[src/rtl/dino_game_sequencer.sv]
// Game-flow controller for the Dino Run datapath: IDLE/RUN/HIT/OVER sequencing,
// motion tick, speed ramp, 5-digit BCD score and best score since reset.
module dino_game_sequencer #(
    parameter int TICK_CYCLES      = 2_000_000,
    parameter int SPEED_INIT       = 1,
    parameter int SPEED_MAX        = 8,
    parameter int PASSES_PER_LEVEL = 12,
    parameter int HIT_TICKS        = 25,
    parameter int REPLAY_LOCKOUT   = 16
) (
    input  logic        clk,
    input  logic        reset,
    input  logic        start_btn,
    input  logic        collision,
    input  logic        obstacle_passed,
    output logic        tick,
    output logic [3:0]  speed,
    output logic [1:0]  anim_phase,
    output logic        running,
    output logic        game_over,
    output logic        clear_obstacles,
    output logic [19:0] score_bcd,
    output logic [19:0] hi_score_bcd
);
    localparam int TW = $clog2(TICK_CYCLES);
    localparam int PW = (PASSES_PER_LEVEL > 1) ? $clog2(PASSES_PER_LEVEL) : 1;
    localparam int HW = (HIT_TICKS > 1) ? $clog2(HIT_TICKS) : 1;
    localparam int LW = (REPLAY_LOCKOUT > 0) ? $clog2(REPLAY_LOCKOUT + 1) : 1;

    localparam logic [TW-1:0] TIMER_LAST = TW'(TICK_CYCLES - 1);
    localparam logic [PW-1:0] PASS_LAST  = PW'(PASSES_PER_LEVEL - 1);
    localparam logic [HW-1:0] HIT_LAST   = HW'(HIT_TICKS - 1);
    localparam logic [LW-1:0] LOCK_FULL  = LW'(REPLAY_LOCKOUT);

    typedef enum logic [1:0] {IDLE, RUN, HIT, OVER} state_t;

    state_t        state_reg, state_next;
    logic [TW-1:0] timer_reg, timer_next;
    logic [PW-1:0] pass_cnt_reg, pass_cnt_next;
    logic [HW-1:0] hit_cnt_reg, hit_cnt_next;
    logic [LW-1:0] lockout_reg, lockout_next;
    logic          start_q_reg;
    logic          tick_reg, tick_next;
    logic [3:0]    speed_reg, speed_next;
    logic [1:0]    anim_reg, anim_next;
    logic          running_reg, game_over_reg;
    logic          clear_reg, clear_next;
    logic [19:0]   score_reg, score_next;
    logic [19:0]   hi_reg, hi_next;

    logic          start_edge, pend, restart, hit_done;
    logic [5:0]    carry;
    logic [19:0]   score_inc;

    assign start_edge = start_btn & ~start_q_reg;
    assign pend       = (timer_reg == TIMER_LAST);
    assign restart    = start_edge &&
                        ((state_reg == IDLE) || (state_reg == OVER && lockout_reg == LOCK_FULL));
    assign hit_done   = (state_reg == HIT) && pend && (hit_cnt_reg == HIT_LAST);

    // Ripple BCD increment: a digit advances when every lower digit is 9; all-nines holds.
    assign carry[0] = 1'b1;
    generate
        for (genvar gi = 0; gi < 5; gi++) begin : g_digit
            logic [3:0] digit;
            assign digit            = score_reg[gi*4 +: 4];
            assign carry[gi+1]      = carry[gi] && (digit == 4'd9);
            assign score_inc[gi*4 +: 4] = !carry[gi]      ? digit :
                                          (digit == 4'd9) ? 4'd0  : digit + 4'd1;
        end
    endgenerate

    always_ff @(posedge clk or posedge reset) begin
        if (reset) state_reg <= IDLE;
        else       state_reg <= state_next;
    end

    always_comb begin
        state_next = state_reg;
        case (state_reg)
            IDLE:    if (restart)   state_next = RUN;
            RUN:     if (collision) state_next = HIT;
            HIT:     if (hit_done)  state_next = OVER;
            OVER:    if (restart)   state_next = RUN;
            default:                state_next = IDLE;
        endcase
    end

    always_comb begin
        timer_next    = pend ? '0 : timer_reg + 1'b1;
        tick_next     = (state_reg == RUN) && !collision && pend;
        clear_next    = restart;
        score_next    = score_reg;
        speed_next    = speed_reg;
        anim_next     = anim_reg;
        pass_cnt_next = pass_cnt_reg;
        hit_cnt_next  = hit_cnt_reg;
        lockout_next  = lockout_reg;
        hi_next       = hi_reg;
        if (restart) begin
            timer_next    = '0;
            score_next    = '0;
            speed_next    = 4'(SPEED_INIT);
            anim_next     = '0;
            pass_cnt_next = '0;
            hit_cnt_next  = '0;
            lockout_next  = '0;
        end else begin
            case (state_reg)
                RUN: begin
                    if (collision) begin
                        hit_cnt_next = '0;
                    end else begin
                        if (pend) begin
                            score_next = carry[5] ? score_reg : score_inc;
                            anim_next  = anim_reg + 2'd1;
                        end
                        if (obstacle_passed) begin
                            if (pass_cnt_reg == PASS_LAST) begin
                                pass_cnt_next = '0;
                                if (speed_reg < 4'(SPEED_MAX)) speed_next = speed_reg + 4'd1;
                            end else begin
                                pass_cnt_next = pass_cnt_reg + 1'b1;
                            end
                        end
                    end
                end
                HIT: begin
                    if (pend) hit_cnt_next = hit_cnt_reg + 1'b1;
                    if (hit_done && score_reg > hi_reg) hi_next = score_reg;
                end
                OVER: begin
                    if (pend && lockout_reg != LOCK_FULL) lockout_next = lockout_reg + 1'b1;
                end
                default: ;
            endcase
        end
    end

    always_ff @(posedge clk or posedge reset) begin
        if (reset) begin
            timer_reg     <= '0;
            pass_cnt_reg  <= '0;
            hit_cnt_reg   <= '0;
            lockout_reg   <= '0;
            start_q_reg   <= 1'b0;
            tick_reg      <= 1'b0;
            speed_reg     <= 4'(SPEED_INIT);
            anim_reg      <= '0;
            running_reg   <= 1'b0;
            game_over_reg <= 1'b0;
            clear_reg     <= 1'b0;
            score_reg     <= '0;
            hi_reg        <= '0;
        end else begin
            timer_reg     <= timer_next;
            pass_cnt_reg  <= pass_cnt_next;
            hit_cnt_reg   <= hit_cnt_next;
            lockout_reg   <= lockout_next;
            start_q_reg   <= start_btn;
            tick_reg      <= tick_next;
            speed_reg     <= speed_next;
            anim_reg      <= anim_next;
            running_reg   <= (state_reg == RUN);
            game_over_reg <= (state_reg == OVER);
            clear_reg     <= clear_next;
            score_reg     <= score_next;
            hi_reg        <= hi_next;
        end
    end

    always_comb begin
        tick            = tick_reg;
        speed           = speed_reg;
        anim_phase      = anim_reg;
        running         = running_reg;
        game_over       = game_over_reg;
        clear_obstacles = clear_reg;
        score_bcd       = score_reg;
        hi_score_bcd    = hi_reg;
    end
endmodule
[config.mk]
export PLATFORM = sky130hd
export DESIGN_NAME = dino_game_sequencer
export DESIGN_NICKNAME = d
export VERILOG_FILES = /design/src/rtl/dino_game_sequencer.sv
export SDC_FILE = /design/constraint.sdc
export NUM_CORES = 1
export LEC_CHECK = 0
export ABC_AREA = 1
export ABC_CLOCK_PERIOD_IN_PS = 6300
export BUFFER_PORTS_ARGS = -buffer_cell sky130_fd_sc_hd__buf_2
export CORE_ASPECT_RATIO = 0.75
export CORE_UTILIZATION = 40
export DETAILED_ROUTE_END_ITERATION = 12
export PLACE_DENSITY = 0.69
export SLEW_MARGIN = 20
export SYNTH_ARGS = -nofsm -noshare
export SYNTH_HDL_FRONTEND = slang
export SYNTH_SLANG_ARGS = --single-unit
[constraint.sdc]
create_clock -name clk -period 6.3 [get_ports clk]
set_input_delay 1.26 -clock clk [delete_from_list [all_inputs] [get_ports clk]]
set_output_delay 1.26 -clock clk [all_outputs]
set_load 0.03 [all_outputs]
==> results of run 1 <==
-- report_power, final --
group          leakage [nW]  internal (mW)  switching (mW)
sequential             1.20          0.640          0.0833
clock                 0.148          0.347           0.228
combinational          1.87          0.134           0.305
-- cell usage in the layout (no fill, tap or decap), types with 3 or more instances in the layout --
cell        synthesis  routed
inv_1              86      85
clkbuf_16           0       9
nand3_1            59      59
a21oi_1            23      23
clkinvlp_4          0       3
buf_2               6      54
o21ai_1             6       6
o21ai_0            21      21
ha_1               42      42
nor2_4              4       4
nand2_2             4       4
nor2_2              5       5
dfrtp_1            87      87
nand2_1           186     186
nand4_1            30      30
nor2_1             75      75
xnor2_1             6       6
xor2_1              9       9
nor3_1             17      17
inv_2               8       8
-- path summary, 6_finish.rpt --
path | from | to | slack (ns) | cells after the start
min in group asynchronous | reset | hi_score_bcd[5]$_DFFE_PP0P_ | 0.84 | 2
hold / removal | timer_reg[0]$_DFF_PP0_ | timer_reg[0]$_DFF_PP0_ | 0.47 | 1
hold reg to reg | timer_reg[0]$_DFF_PP0_ | timer_reg[0]$_DFF_PP0_ | 0.47 | 1
setup reg to reg | score_bcd[17]$_DFFE_PP0P_ | hi_score_bcd[8]$_DFFE_PP0P_ | 3.25 | 8
setup / recovery | start_btn | hi_score_bcd[8]$_DFFE_PP0P_ | 3.11 | 9
max in group asynchronous | reset | score_bcd[1]$_DFFE_PP0P_ | 4.25 | 3
-- critical path: cells and delay by family --
| family | cells | cell delay (ns) |
|---|---|---|
| and+or+nand+nor | 6 | 1.74 |
| AOI/OAI and AO/OA | 1 | 0.26 |
| buffers and inverters | 2 | 0.14 |
-- layer usage --
metal  track usage, %  routed length (um)  part of all wire, %  vias to the layer above
li1                 -                   -                    -                     2373
met1             28.3                6300                   52                     2136
met2             29.3                5130                   42                      109
met3             4.66                 671                  5.5                        9
met4             5.10                 115                 0.94                        0
met5                0                   0                    0                        -
-- logic make-up (layout without fill, tap and decap cells) --
| family | count (synthesis) | count (layout) | share of synthesized area, % |
|---|---|---|---|
| AOI/OAI and AO/OA | 60 | 60 | 6.10 |
| DFF | 88 | 88 | 41.2 |
| xor gates and xnor gates | 15 | 15 | 2.45 |
| and+or+nand+nor | 389 | 389 | 32.2 |
| buffers and inverters | 108 | 165 | 8.27 |
| adders and majority gates | 42 | 42 | 9.82 |
-- stage by stage --
stage | total power, mW | area [um^2]
4_1_cts | 1.75 | 6080
3_3_place_gp | 1.16 | 5760
6_report | 1.74 | 6080
3_5_place_dp | 1.17 | 5760
2_1_floorplan | 1.06 | 5350
5_1_grt | 1.85 | 6080
-- final cells by class --
type	instances	share of cell area, %
multi-input combinational	506	44.5
timing repair buffer	55	4.57
sequential	88	36.2
inverter	94	5.83
clock inverter	7	1.59
clock buffer	9	3.71
tap	171	3.52
==> flow_metrics.tcl, run 1 <==
set metrics [dict create \
    synth_nets 749 \
    die-area_um2 13900 \
    fmax_mhz 313 \
    antenna_cells 0 \
    drcViolationCount 0 \
    syn_area_um2 5350 \
    worstPathCellList "buf_2, inv_1, nor2_1, a21oi_1, nand2_1, nor2_2, nand2_1, nand2_1, nand2_1" \
    finalNonFillerCells 930 \
    post_drt_wl_per_cell_um 13.1 \
    synth_common_cells "186 x nand2_1, 87 x dfrtp_1, 86 x inv_1" \
    core-area_um2 13000 \
    post-place-ws_ns 2.68 \
    drt-initial-drc-count 369 \
    clock_sinks 88 \
    syn_area_per_cell_um2 7.63 \
    cts_tree "yes" \
    max_slew_margin_pct 37.3 \
    ys_seq_area_share_pct 41.2 \
    cap_violations 0 \
    ir_worst_vdd_v 0.000179 \
    cts_hold_buf 0 \
    ant_nets 0 \
    crit_type "in -> reg" \
    finish.utilization_pct 46.7 \
    synth_ff_type "dfrtp_1" \
    fin_skew_ns 0.00842 \
    synth-edff-count 0 \
    ys_types 36 \
    drv_slew 0 \
    die-width_um 136 \
    worst_setup_path_end_kind "register" \
    netlist.area_leader.share_pct 40.7 \
    holdCritPathClass "reg -> reg" \
    holdWs_ns 0.471 \
    clk-insertion-delay-late_ns 0.34 \
    area_growth_pct 13.5 \
    pin_count 55 \
    htreeDepth 3 \
    post-cts-setup-buffers 0 \
    power.leakage_nw 3.22 \
    p_per_area_nw_per_um2 286 \
    cts_buffers 9 \
    syn-instance-count 702 \
    cp_common_cell "nand2_1" \
    post-synth-top-count-cell "nand2_1" \
    portBuffers 54 \
    fin_crit_sh_pct 50.7 \
    clk_pin_slew_worst_paths_ns 0.07 \
    viasPerCell 4.98 \
    grt.total_usage_pct 19.6 \
    grt_pass1_wl_mm 21.2 \
    first_pass_iters 5 \
    final_nets 801 \
    fp-row-count 36 \
    timing.final.ws_setup_ns 3.11 \
    largest_reg_flops 21 \
    cts-root-buf "clkbuf_16" \
    n_fill_cell 1245 \
    synthArstFlopShare_pct 100 \
    crit_path_start_kind "input port" \
    hpwl_mm 8.71 \
    yosys-top-cells-area "dfrtp_1 41%, nand2_1 13%, ha_1 9.8%" \
    drt-total-wl_mm 12.2 \
    rsz0062_at_grt "false" \
    cp_slowest_cell "nand2_1" \
    numPlacedInstances 914 \
    min_period_ns 3.19 \
    yosysWarnings 0 \
    tns_ns 0 \
    start_util_pct 41.1 \
    drive_gt1_share_pct 13.2 \
    status "finished, final reports clean" \
    path_max_fanout 21 \
    grt_max_degree 75 \
    synth_area_leader_cell "dfrtp_1" \
    overflow 0 \
    die_y_um 102 \
    antenna_found_initial 0 \
    crit_path_max_incr_delay_ns 0.67 \
    ys_ff_latch 88 \
    clk_path_buf_depth 2 \
    via_count 4627 \
    multi_input_area_um2 2710 \
    post_cts_resized 0 \
    setup_viol 0 \
    finalHoldViolations 0 \
    required_ns 6.53 \
    grt_pass1_vias 4352 \
    worstMarginPinSlew_ns 0.941 \
    gp_congestion 0.850 \
    regArea_um2 2200 \
    worst-endpoint-arrival_ns 3.43 \
]
(Power assumes the default switching activity.)
==> run 2: changes to the inputs <==
--- a/config.mk
+++ b/config.mk
@@ -5,13 +5,13 @@
 export SDC_FILE = /design/constraint.sdc
 export NUM_CORES = 1
 export LEC_CHECK = 0
-export ABC_AREA = 1
-export ABC_CLOCK_PERIOD_IN_PS = 6300
+export ABC_AREA = 0
+export ABC_CLOCK_PERIOD_IN_PS = 2600
 export BUFFER_PORTS_ARGS = -buffer_cell sky130_fd_sc_hd__buf_2
 export CORE_ASPECT_RATIO = 0.75
 export CORE_UTILIZATION = 40
 export DETAILED_ROUTE_END_ITERATION = 12
-export PLACE_DENSITY = 0.69
+export PLACE_DENSITY = 0.71
 export SLEW_MARGIN = 20
 export SYNTH_ARGS = -nofsm -noshare
 export SYNTH_HDL_FRONTEND = slang
==> constraint.sdc (replaced) <==
create_clock -name clk -period 2.6 [get_ports clk]
set_input_delay 0.52 -clock clk [delete_from_list [all_inputs] [get_ports clk]]
set_output_delay 0.52 -clock clk [all_outputs]
set_load 0.03 [all_outputs]
==> run 2 against run 1 <==
Total power is 110% higher. Largest cell class unchanged. Sequential share of layout area is 0.46 points higher. Final cell count is 20% lower. Highest routed layer unchanged. Setup slack worse by 2.9 ns. Critical endpoint is now hi_score_bcd[4]$_DFFE_PP0P_.
==> flow_metrics.tcl, run 2 <==
set metrics [dict create \
    htreeDepth 3 \
    syn_area_per_cell_um2 10.4 \
    portBuffers 54 \
    status "finished, final reports clean" \
    placed_area_um2 5720 \
    synthArstFlopShare_pct 100 \
    fin_skew_ns 0.00999 \
    clk-insertion-delay-late_ns 0.34 \
    crit_path_start_kind "register" \
    clk_path_buf_depth 2 \
    drv_slew 0 \
    gp_congestion 0.822 \
    post_drt_wl_per_cell_um 15.0 \
    overflow 0 \
    fp-row-count 35 \
    worst-endpoint-arrival_ns 2.62 \
    cts_tree "yes" \
    cts-root-buf "clkbuf_16" \
    syn_area_um2 5080 \
    regArea_um2 2200 \
    fin_total_pwr_mw 3.60 \
    ys_seq_area_share_pct 43.4 \
    grt_max_degree 53 \
    worstMarginPinSlew_ns 0.575 \
    largest_reg_flops 21 \
    cts_buffers 9 \
    fmax_mhz 419 \
    tns_ns 0 \
    ys_types 64 \
    n_fill_cell 1121 \
    worstPathCellList "inv_1, ha_1, and4_1, and3_1, a32o_1, nor3_1, a2111o_1, buf_12, mux2_4" \
    final_cell_area_um2 6000 \
    post-synth-top-count-cell "dfrtp_1" \
    holdCritPathClass "in -> async" \
    cap_violations 0 \
    synth_ff_type "dfrtp_1" \
    crit_path_max_incr_delay_ns 0.40 \
    cp_slowest_cell "a2111o_1" \
    crit_type "reg -> reg" \
    worst_setup_path_end_kind "register" \
    synth_common_cells "87 x dfrtp_1, 58 x nor2_1, 42 x ha_1" \
    drive_gt1_share_pct 23.6 \
    core-area_um2 12300 \
    p_per_area_nw_per_um2 600 \
    clk_pin_slew_worst_paths_ns 0.06 \
    min_period_ns 2.39 \
    finalHoldViolations 0 \
    die-area_um2 13200 \
    synth_nets 536 \
    power.leakage_nw 3.01 \
    pin_count 55 \
    start_util_pct 41.1 \
    fin_crit_sh_pct 91.9 \
    drt-total-wl_mm 11.1 \
    setup_viol 0 \
    post-cts-setup-buffers 0 \
    yosys-top-cells-area "dfrtp_1 43%, ha_1 10%, mux2_4 4.4%" \
    required_ns 2.83 \
    die-width_um 132 \
    holdWs_ns 0.187 \
    ys_ff_latch 88 \
    syn-instance-count 489 \
    die_y_um 99.6 \
    first_pass_iters 4 \
    drcViolationCount 0 \
    netlist.area_leader.share_pct 42.9 \
    ir_worst_vdd_v 0.000358 \
    antenna_found_initial 0 \
    final_nets 618 \
    grt_pass1_vias 3869 \
    synth-edff-count 0 \
    rsz0062_at_grt "false" \
    hpwl_mm 8.33 \
    grt_pass1_wl_mm 18.7 \
    ant_nets 0 \
    via_count 3825 \
    antenna_cells 0 \
    synth_area_leader_cell "dfrtp_1" \
    max_slew_margin_pct 61.3 \
    mostFrequentLayoutCells "87 x dfrtp_1, 58 x nor2_1, 54 x buf_2, 42 x ha_1, 35 x inv_1" \
    grt.total_usage_pct 18.1 \
    yosysWarnings 0 \
    drt-initial-drc-count 263 \
    clock_sinks 88 \
    multi_input_area_um2 2660 \
    path_max_fanout 20 \
    viasPerCell 5.15 \
    final_common_cell "dfrtp_1" \
    area_growth_pct 18.2 \
]
## run 2: changes by cell type after synthesis, moves of 15 or more
cell / before / now
nand2_1: 186 / 29
inv_1: 86 / 36
nand3_1: 59 / 23
nand4_1: 30 / 10
nor2_1: 75 / 58
mux2_4: 0 / 15
## run 2: final timing paths
path / cells after the start / startpoint / endpoint / slack [ns]
setup / recovery: 9 / hi_score_bcd[15]$_DFFE_PP0P_ / hi_score_bcd[4]$_DFFE_PP0P_ / 0.21
hold / removal: 2 / reset / score_bcd[1]$_DFFE_PP0P_ / 0.19
setup reg to reg: 9 / hi_score_bcd[15]$_DFFE_PP0P_ / hi_score_bcd[4]$_DFFE_PP0P_ / 0.21
hold reg to reg: 1 / timer_reg[0]$_DFF_PP0_ / timer_reg[0]$_DFF_PP0_ / 0.51
max in group asynchronous: 3 / reset / speed[0]$_DFFE_PP1P_ / 1.75
min in group clk: 1 / start_btn / start_q_reg$_DFF_PP0_ / 0.30
## run 2: area by class of cell
class / count / area share [%]
Clock buffer: 14 / 4.07
Clock inverter: 2 / 0.584
Multi-Input combinational cell: 352 / 44.3
Inverter: 37 / 2.38
Sequential cell: 88 / 36.7
Timing Repair Buffer: 83 / 8.55
Tap cell: 166 / 3.46
## run 2: critical path: cells and delay by family (launching register included)
family                   cells  cell delay [ns]
AO/OA/AOI/OAI                2             0.53
adder cells (fa/ha/maj)      1             0.31
buffers and inverters        2             0.25
flip-flops                   1             0.37
multiplexers                 1             0.31
AND/OR/NAND/NOR              3             0.50
## run 2: per-stage QoR
step	util, %	worst slack [ns]	instances
after floorplan	-	0.232	489
after global placement	46.3	0.273	726
after detailed placement	46.3	0.215	726
after CTS	48.5	0.208	742
after global routing	48.6	0.0337	742
final	48.6	0.212	742
## run 2: metal layers
layer	part of all wire [%]	vias up	routed length (um)	global-route usage [%]
li1	-	1879	-	-
met1	47	1852	5260	24.7
met2	45	79	5060	28.1
met3	5.9	15	655	4.43
met4	1.6	0	173	6.17
met5	0	-	0	0
## run 2: kinds of logic after synthesis
kind of cell | synth area share [%]
buf+inv | 4.46
compound gates | 7.81
flops | 43.4
mux | 6.60
fa+ha+maj | 10.3
xor+xnor | 5.00
simple gates | 22.4
## run 2: report_power, final
part	total (mW)	leakage, nW	internal (mW)	switching (mW)
clock	1.26	0.135	0.746	0.515
sequential	1.71	1.16	1.52	0.186
combinational	0.629	1.71	0.262	0.367
## run 2: what timing repair did
item                       CTS  global route
resized for setup            0             1
setup endpoints to repair    0             1
hold buffers                 0             0
